`src/rtl/tmds_pkg.sv`:
```
// +----------------------------------------------------------------------------+
// | tmds_pkg: TMDS control tokens, alignment states and token detection.      |
// | Rev 1.0                                                                    |
// +----------------------------------------------------------------------------+
`default_nettype none

package tmds_pkg;

  localparam logic [9:0] TMDS_CTRL_00 = 10'h354;
  localparam logic [9:0] TMDS_CTRL_01 = 10'h0AB;
  localparam logic [9:0] TMDS_CTRL_10 = 10'h154;
  localparam logic [9:0] TMDS_CTRL_11 = 10'h2AB;

  typedef enum logic [1:0] {
    SEARCH = 2'd0,
    VERIFY = 2'd1,
    LOCKED = 2'd2
  } align_state_t;

  function automatic logic tmds_is_ctrl(input logic [9:0] word);
    return (word == TMDS_CTRL_00) || (word == TMDS_CTRL_01) ||
           (word == TMDS_CTRL_10) || (word == TMDS_CTRL_11);
  endfunction

endpackage

`default_nettype wire

```
`src/rtl/tmds_channel_decoder_if.sv`:
```
// +----------------------------------------------------------------------------+
// | tmds_channel_decoder_if: raw word input and decoded output bundle.        |
// | Rev 1.0                                                                    |
// +----------------------------------------------------------------------------+
`default_nettype none

interface tmds_channel_decoder_if;
  logic        raw_valid;
  logic [9:0]  raw_bits;
  logic        err_clear;
  logic        out_valid;
  logic        vde;
  logic [7:0]  vd;
  logic [1:0]  cd;
  logic        locked;
  logic [3:0]  bit_offset;
  logic [15:0] err_count;

  modport master (
    output raw_valid, raw_bits, err_clear,
    input  out_valid, vde, vd, cd, locked, bit_offset, err_count
  );

  modport slave (
    input  raw_valid, raw_bits, err_clear,
    output out_valid, vde, vd, cd, locked, bit_offset, err_count
  );
endinterface

`default_nettype wire

```
`src/rtl/tmds_word_decode.sv`:
```
// +----------------------------------------------------------------------------+
// | tmds_word_decode: combinational 10b -> 8b video / 2b control decode.      |
// | Rev 1.0                                                                    |
// +----------------------------------------------------------------------------+
`default_nettype none

module tmds_word_decode
  import tmds_pkg::*;
(
  input  logic [9:0] word,
  output logic       is_ctrl,
  output logic [7:0] vd,
  output logic [1:0] cd
);

  logic [7:0] w_d;

  always_comb begin
    is_ctrl = tmds_is_ctrl(word);
    w_d     = word[9] ? ~word[7:0] : word[7:0];
    vd      = '0;
    cd      = 2'b00;
    if (is_ctrl) begin
      unique case (word)
        TMDS_CTRL_01: cd = 2'b01;
        TMDS_CTRL_10: cd = 2'b10;
        TMDS_CTRL_11: cd = 2'b11;
        default:      cd = 2'b00;
      endcase
    end else begin
      vd[0] = w_d[0];
      for (int i = 1; i < 8; i++) begin
        vd[i] = word[8] ? (w_d[i] ^ w_d[i-1]) : ~(w_d[i] ^ w_d[i-1]);
      end
    end
  end

endmodule

`default_nettype wire

```
`src/rtl/tmds_channel_decoder.sv`:
```
// +----------------------------------------------------------------------------+
// | tmds_channel_decoder: token-based word alignment and TMDS decode.         |
// | Optional lock-loss counter: define TMDS_DECODER_ERR_CNT_EN.  Rev 1.0      |
// +----------------------------------------------------------------------------+
`default_nettype none

module tmds_channel_decoder
  import tmds_pkg::*;
#(
  parameter int SEARCH_WORDS  = 16,
  parameter int VERIFY_TOKENS = 4,
  parameter int LOCK_TIMEOUT  = 4096
) (
  input  logic                  clk,
  input  logic                  reset,
  tmds_channel_decoder_if.slave bus
);

  localparam int DWELL_W = (SEARCH_WORDS  > 1) ? $clog2(SEARCH_WORDS)  : 1;
  localparam int VCNT_W  = (VERIFY_TOKENS > 1) ? $clog2(VERIFY_TOKENS) : 1;
  localparam int TMO_W   = (LOCK_TIMEOUT  > 1) ? $clog2(LOCK_TIMEOUT)  : 1;

  align_state_t       r_state, w_state_nxt;
  logic [DWELL_W-1:0] r_dwell, w_dwell_nxt;
  logic [VCNT_W-1:0]  r_vcnt,  w_vcnt_nxt;
  logic [TMO_W-1:0]   r_tmo,   w_tmo_nxt;
  logic [3:0]         r_offset, w_offset_nxt;
  logic               w_lock_lost;

  logic [9:0]  r_prev, r_word;
  logic        r_word_valid;
  logic [9:0]  w_aligned;
  logic        w_is_ctrl;
  logic [7:0]  w_vd;
  logic [1:0]  w_cd;
  logic        r_out_valid, r_vde;
  logic [7:0]  r_vd;
  logic [1:0]  r_cd;

  function automatic logic [3:0] advance(input logic [3:0] off);
    return (off == 4'd9) ? 4'd0 : off + 4'd1;
  endfunction

  // The previous word sits in the low half, so offset k starts k bits into it.
  assign w_aligned = 10'({bus.raw_bits, r_prev} >> r_offset);

  always_ff @(posedge clk or posedge reset) begin
    if (reset) begin
      r_prev       <= '0;
      r_word       <= '0;
      r_word_valid <= 1'b0;
    end else begin
      r_word_valid <= bus.raw_valid;
      if (bus.raw_valid) begin
        r_prev <= bus.raw_bits;
        r_word <= w_aligned;
      end
    end
  end

  tmds_word_decode u_word_decode (
    .word    (r_word),
    .is_ctrl (w_is_ctrl),
    .vd      (w_vd),
    .cd      (w_cd)
  );

  always_ff @(posedge clk or posedge reset) begin
    if (reset) begin
      r_state  <= SEARCH;
      r_dwell  <= '0;
      r_vcnt   <= '0;
      r_tmo    <= '0;
      r_offset <= '0;
    end else begin
      r_state  <= w_state_nxt;
      r_dwell  <= w_dwell_nxt;
      r_vcnt   <= w_vcnt_nxt;
      r_tmo    <= w_tmo_nxt;
      r_offset <= w_offset_nxt;
    end
  end

  always_comb begin
    w_state_nxt  = r_state;
    w_dwell_nxt  = r_dwell;
    w_vcnt_nxt   = r_vcnt;
    w_tmo_nxt    = r_tmo;
    w_offset_nxt = r_offset;
    w_lock_lost  = 1'b0;
    if (r_word_valid) begin
      unique case (r_state)
        SEARCH: begin
          if (w_is_ctrl) begin
            w_state_nxt = VERIFY;
            w_vcnt_nxt  = VCNT_W'(1);
            w_dwell_nxt = '0;
          end else if (r_dwell == DWELL_W'(SEARCH_WORDS - 1)) begin
            w_dwell_nxt  = '0;
            w_offset_nxt = advance(r_offset);
          end else begin
            w_dwell_nxt = r_dwell + 1'b1;
          end
        end
        VERIFY: begin
          if (!w_is_ctrl) begin
            w_state_nxt  = SEARCH;
            w_offset_nxt = advance(r_offset);
            w_vcnt_nxt   = '0;
            w_dwell_nxt  = '0;
          end else if (r_vcnt == VCNT_W'(VERIFY_TOKENS - 1)) begin
            w_state_nxt = LOCKED;
            w_vcnt_nxt  = '0;
            w_tmo_nxt   = '0;
          end else begin
            w_vcnt_nxt = r_vcnt + 1'b1;
          end
        end
        LOCKED: begin
          if (w_is_ctrl) begin
            w_tmo_nxt = '0;
          end else if (r_tmo == TMO_W'(LOCK_TIMEOUT - 1)) begin
            w_state_nxt  = SEARCH;
            w_tmo_nxt    = '0;
            w_dwell_nxt  = '0;
            w_offset_nxt = advance(r_offset);
            w_lock_lost  = 1'b1;
          end else begin
            w_tmo_nxt = r_tmo + 1'b1;
          end
        end
        default: w_state_nxt = SEARCH;
      endcase
    end
  end

  // Qualifying with the next state keeps out_valid aligned with locked.
  always_ff @(posedge clk or posedge reset) begin
    if (reset) begin
      r_out_valid <= 1'b0;
      r_vde       <= 1'b0;
      r_vd        <= '0;
      r_cd        <= '0;
    end else begin
      r_out_valid <= r_word_valid && (w_state_nxt == LOCKED);
      if (r_word_valid) begin
        r_vde <= !w_is_ctrl;
        r_vd  <= w_vd;
        if (w_is_ctrl) r_cd <= w_cd;
      end
    end
  end

`ifdef TMDS_DECODER_ERR_CNT_EN
  logic [15:0] r_err_count;

  always_ff @(posedge clk or posedge reset) begin
    if (reset) begin
      r_err_count <= '0;
    end else if (bus.err_clear) begin
      r_err_count <= '0;
    end else if (w_lock_lost && (r_err_count != 16'hFFFF)) begin
      r_err_count <= r_err_count + 16'd1;
    end
  end

  assign bus.err_count = r_err_count;
`else
  logic w_unused_err_clear;
  assign w_unused_err_clear = bus.err_clear;
  assign bus.err_count      = '0;
`endif

  assign bus.out_valid  = r_out_valid;
  assign bus.vde        = r_vde;
  assign bus.vd         = r_vd;
  assign bus.cd         = r_cd;
  assign bus.locked     = (r_state == LOCKED);
  assign bus.bit_offset = r_offset;

endmodule

`default_nettype wire
```
`src/flat_wrapper.sv`:
```
// flat-port wrapper written by rule: the top's interface ports become plain ports
module tmds_channel_decoder_flat import tmds_pkg::*;
#(
  parameter int SEARCH_WORDS  = 16,
  parameter int VERIFY_TOKENS = 4,
  parameter int LOCK_TIMEOUT  = 4096
)
  (clk, reset, bus_raw_valid, bus_raw_bits, bus_err_clear, bus_out_valid, bus_vde, bus_vd, bus_cd, bus_locked, bus_bit_offset, bus_err_count);
  tmds_channel_decoder_if bus_i ();
  input  logic clk;
  input  logic reset;
  input wire logic [$bits(bus_i.raw_valid)-1:0] bus_raw_valid;
  input wire logic [$bits(bus_i.raw_bits)-1:0] bus_raw_bits;
  input wire logic [$bits(bus_i.err_clear)-1:0] bus_err_clear;
  output wire logic [$bits(bus_i.out_valid)-1:0] bus_out_valid;
  output wire logic [$bits(bus_i.vde)-1:0] bus_vde;
  output wire logic [$bits(bus_i.vd)-1:0] bus_vd;
  output wire logic [$bits(bus_i.cd)-1:0] bus_cd;
  output wire logic [$bits(bus_i.locked)-1:0] bus_locked;
  output wire logic [$bits(bus_i.bit_offset)-1:0] bus_bit_offset;
  output wire logic [$bits(bus_i.err_count)-1:0] bus_err_count;
  assign bus_i.raw_valid = bus_raw_valid;
  assign bus_i.raw_bits = bus_raw_bits;
  assign bus_i.err_clear = bus_err_clear;
  assign bus_out_valid = bus_i.out_valid;
  assign bus_vde = bus_i.vde;
  assign bus_vd = bus_i.vd;
  assign bus_cd = bus_i.cd;
  assign bus_locked = bus_i.locked;
  assign bus_bit_offset = bus_i.bit_offset;
  assign bus_err_count = bus_i.err_count;
  tmds_channel_decoder #(.SEARCH_WORDS(SEARCH_WORDS), .VERIFY_TOKENS(VERIFY_TOKENS), .LOCK_TIMEOUT(LOCK_TIMEOUT)) u_core (.clk(clk), .reset(reset), .bus(bus_i));
endmodule
```
`config.mk`:
```
export PLATFORM = sky130hd
export DESIGN_NAME = tmds_channel_decoder_flat
export DESIGN_NICKNAME = d
export VERILOG_FILES = /design/src/rtl/tmds_pkg.sv /design/src/rtl/tmds_channel_decoder_if.sv /design/src/rtl/tmds_word_decode.sv /design/src/rtl/tmds_channel_decoder.sv /design/src/flat_wrapper.sv
export SDC_FILE = /design/constraint.sdc
export NUM_CORES = 1
export LEC_CHECK = 0
export BUFFER_PORTS_ARGS = -buffer_cell sky130_fd_sc_hd__buf_2
export CAP_MARGIN = 10
export CORE_ASPECT_RATIO = 1.5
export CORE_MARGIN = 2
export CORE_UTILIZATION = 32
export CTS_CLUSTER_SIZE = 28
export DETAILED_ROUTE_END_ITERATION = 10
export GPL_TIMING_DRIVEN = 0
export PLACE_DENSITY = 0.54
export SYNTH_ARGS = -nofsm -noshare
export SYNTH_HDL_FRONTEND = slang
export SYNTH_SLANG_ARGS = --single-unit
export TNS_END_PERCENT = 30
```
`constraint.sdc`:
```
create_clock -name clk -period 2.6 [get_ports clk]
set_input_delay 0.39 -clock clk [delete_from_list [all_inputs] [get_ports clk]]
set_output_delay 0.39 -clock clk [all_outputs]
set_load 0.02 [all_outputs]
```
==> impl_metrics.toml <==
[run_status]
status = "finished clean"

[timing]
hold_viol_final = 0
relSlewSlack_pct = 49.8
fmax_mhz = 431
finClkSkew_ns = 0.00598
fin_crit_sh_pct = 89.1
rsz0062_at_grt = "no"
setup_violations = 0
worst_pin_slew_ns = 0.753
slew_viol_final = 0
min_period_ns = 2.32

[grt]
antenna_found_initial = 0
overflow = 0
grt_max_degree = 33
grt_pass1_vias = 3071
grt_usage_pct = 14.9
grt_pass1_wl_microns = 15300

[clock_tree]
clkSinkCount = 57
clkLatencyLatePin_ns = 0.33
htreeDepth = 3
post-cts-setup-buffer-count = 0
clock_path_buffers = 2
cts_tree = "yes"
cts_buffers = 9
clk_pin_slew_ns = 0.05
root_buffer = "clkbuf_16"
hold_buffers = 0

[run]
maxCapViolations = 0

[yosys]
ys_ff_latch = 57
yosysWarnings = 0
syn-cell-area_sq_um = 3850
synth_common_cells = "57 x dfrtp_1, 24 x o21ai_0, 23 x inv_1, 23 x nor2_1"
synthCells = 380
synth.area.top_cells = "dfrtp_1 37%, mux4_2 9.4%, mux2_2 5.8%"
async_flop_share_pct = 100
synth_top_area_share_pct = 37.0
yosys.area.top_type = "dfrtp_1"
synthFlopType = "dfrtp_1"
synth.distinct_cells = 54
synth_edf_count = 0
synth.yosys.seq_area_share_pct = 37.0
syn_avg_cell_area_sq_um = 10.1
synth.most_common_cell = "dfrtp_1"

[final_layout]
multi_input_area_sq_um = 2170
postLayoutCellArea_sq_um = 4570
layout.cells.non_filler = 593
area_delta_synth_final_pct = 18.7
final_core_util_pct = 38.4
nets = 465
regArea_sq_um = 1430
antennaDiodeCount = 0
drive_gt1_share_pct = 26.1
fillers = 1198

[floorplanning]
pin_count = 47
die_area_sq_um = 13000
core_sq_um = 11900
num_rows = 49
start_util_pct = 32.4
chipHeight_microns = 138
fp.dieW_microns = 93.6

[place]
place_area_sq_um = 4270
dp_cells = 578
dp_hpwl_microns = 7030
globalplace.congestion = 0.823
numPortBuffers = 29

[critical_path]
crit_chain = "inv_1, ha_1, nand2_1, a2bb2oi_2, a31oi_1, or4_1, a221o_1"
cpLargestDelayFamily = "compound AO/OA/AOI/OAI gates"
start_kind = "register"
path_max_fanout = 6
cp.required_ns = 2.82
arrival_ns = 2.53
cp_slowest_stage_delay_ns = 0.54
setup.worst_path.end_class = "register"
slowest_stage = "or4_1"
critical_path_class = "register to register"
cp_num_buf_inv = 1

[power]
worst_ir_drop_vdd_v = 0.000329
power.density_nw_per_um2 = 999
leakagePower_nw = 1.99

[route]
vias_per_cell = 5.08
vias = 3015
totalWireLength_microns = 9120
drc = 0
drtIter0Drc = 143
drtAntennaViolNets = 0
wire_per_inst_microns = 15.4
firstDrtPassIters = 4

[hold_path]
hp-class = "input port to async pin"
==> registers in the layout (all words and copies together) (netlist names) <==
signal / count
u_core.bus.bit_offset: 4
u_core.bus.cd: 2
u_core.bus.out_valid: 1
u_core.bus.vd: 8
u_core.bus.vde: 1
u_core.r_dwell: 4
u_core.r_prev: 10
u_core.r_state: 2
u_core.r_tmo: 12
u_core.r_vcnt: 2
u_core.r_word: 10
u_core.r_word_valid: 1
==> final timing paths <==
| path | startpoint | to | slack (ns) | cells past startpoint |
|---|---|---|---|---|
| worst max-delay path | u_core.r_word[4] | u_core.bus.bit_offset[3] | 0.28 | 7 |
| worst min-delay path | reset | u_core.r_dwell[2] | 0.12 | 2 |
| worst max register to register | u_core.r_word[4] | u_core.bus.bit_offset[3] | 0.28 | 7 |
| min in group clk | bus_raw_valid | u_core.r_word_valid | 0.20 | 1 |
| worst min register to register | u_core.r_tmo[10] | u_core.r_tmo[10] | 0.49 | 1 |
| max in group asynchronous | reset | u_core.r_word[5] | 1.91 | 3 |
==> placed cells by master, fill, tap and decap left out, drive strengths merged, types with 7 or more instances in the layout <==
master   n
a21oi   20
buf     55
clkbuf  24
conb    16
dfrtp   57
ha      15
inv     23
mux2    20
mux2i    9
mux4    16
nand2   19
nand3   17
nor2    23
o21ai   24
o31ai   10
or3      7
xnor2    9
==> power breakdown <==
part           switching [W]  leakage (nW)  internal [W]
Clock               0.000404         0.148      0.000784
Sequential          0.000198         0.721       0.00112
Combinational        0.00106          1.12       0.00101
Total                0.00166          1.99       0.00291
==> cell type report <==
cell class / instances / share of cell area, %
Multi-Input combinational cell: 278 / 47.5
Sequential cell: 57 / 31.2
Clock buffer: 12 / 5.61
Buffer: 37 / 5.17
Tap cell: 153 / 4.19
Timing Repair Buffer: 30 / 3.61
Inverter: 23 / 1.89
Clock inverter: 3 / 0.876
==> cells by family (layout without fill, tap and decap cells) <==
family,after synthesis,in the layout,share of synthesized area (%)
buffers and inverters,60,105,8.38
AOI/OAI and AO/OA,93,93,16.0
DFF,57,57,37.0
muxes,45,45,17.5
and+or+nand+nor,96,96,13.1
adders and majority gates,15,15,4.87
xor gates and xnor gates,13,13,2.95
other,1,16,0.0973
==> worst register-to-register path, delay by kind of cell, from the launching register on <==
family	cells	cell delay [ns]
AO/OA/AOI/OAI	3	0.83
buffers and inverters	1	0.09
flip-flops	1	0.40
AND/OR/NAND/NOR	2	0.70
adder cells (fa/ha/maj)	1	0.19
==> through the flow <==
step | setup WS, ns | hold WS, ns | total power [W] | setup TNS (ns)
3_5_place_dp | 0.190 | 0.479 | 0.00341 | 0
6_report | 0.282 | 0.118 | 0.00457 | 0
5_1_grt | 0.104 | 0.174 | 0.00488 | 0
4_1_cts | 0.175 | 0.144 | 0.00462 | 0
3_3_place_gp | -0.0680 | 0.480 | 0.00338 | -3.66
2_1_floorplan | 0.498 | 0.421 | 0.00295 | 0
==> per-layer routing <==
metal	part of all wire [%]	up-vias	GRT usage, %
li1	-	1479	-
met1	42	1449	17.3
met2	53	73	26.2
met3	3.6	14	2.83
met4	2.0	0	6.86
met5	0	-	0
==> what timing repair did <==
action / CTS / global route
gates resized for setup: 0 / 2
endpoints found under the setup margin: 0 / 2
endpoints found under the hold margin: 0 / 0
No activity file was read; power rests on OpenSTA's default activity.
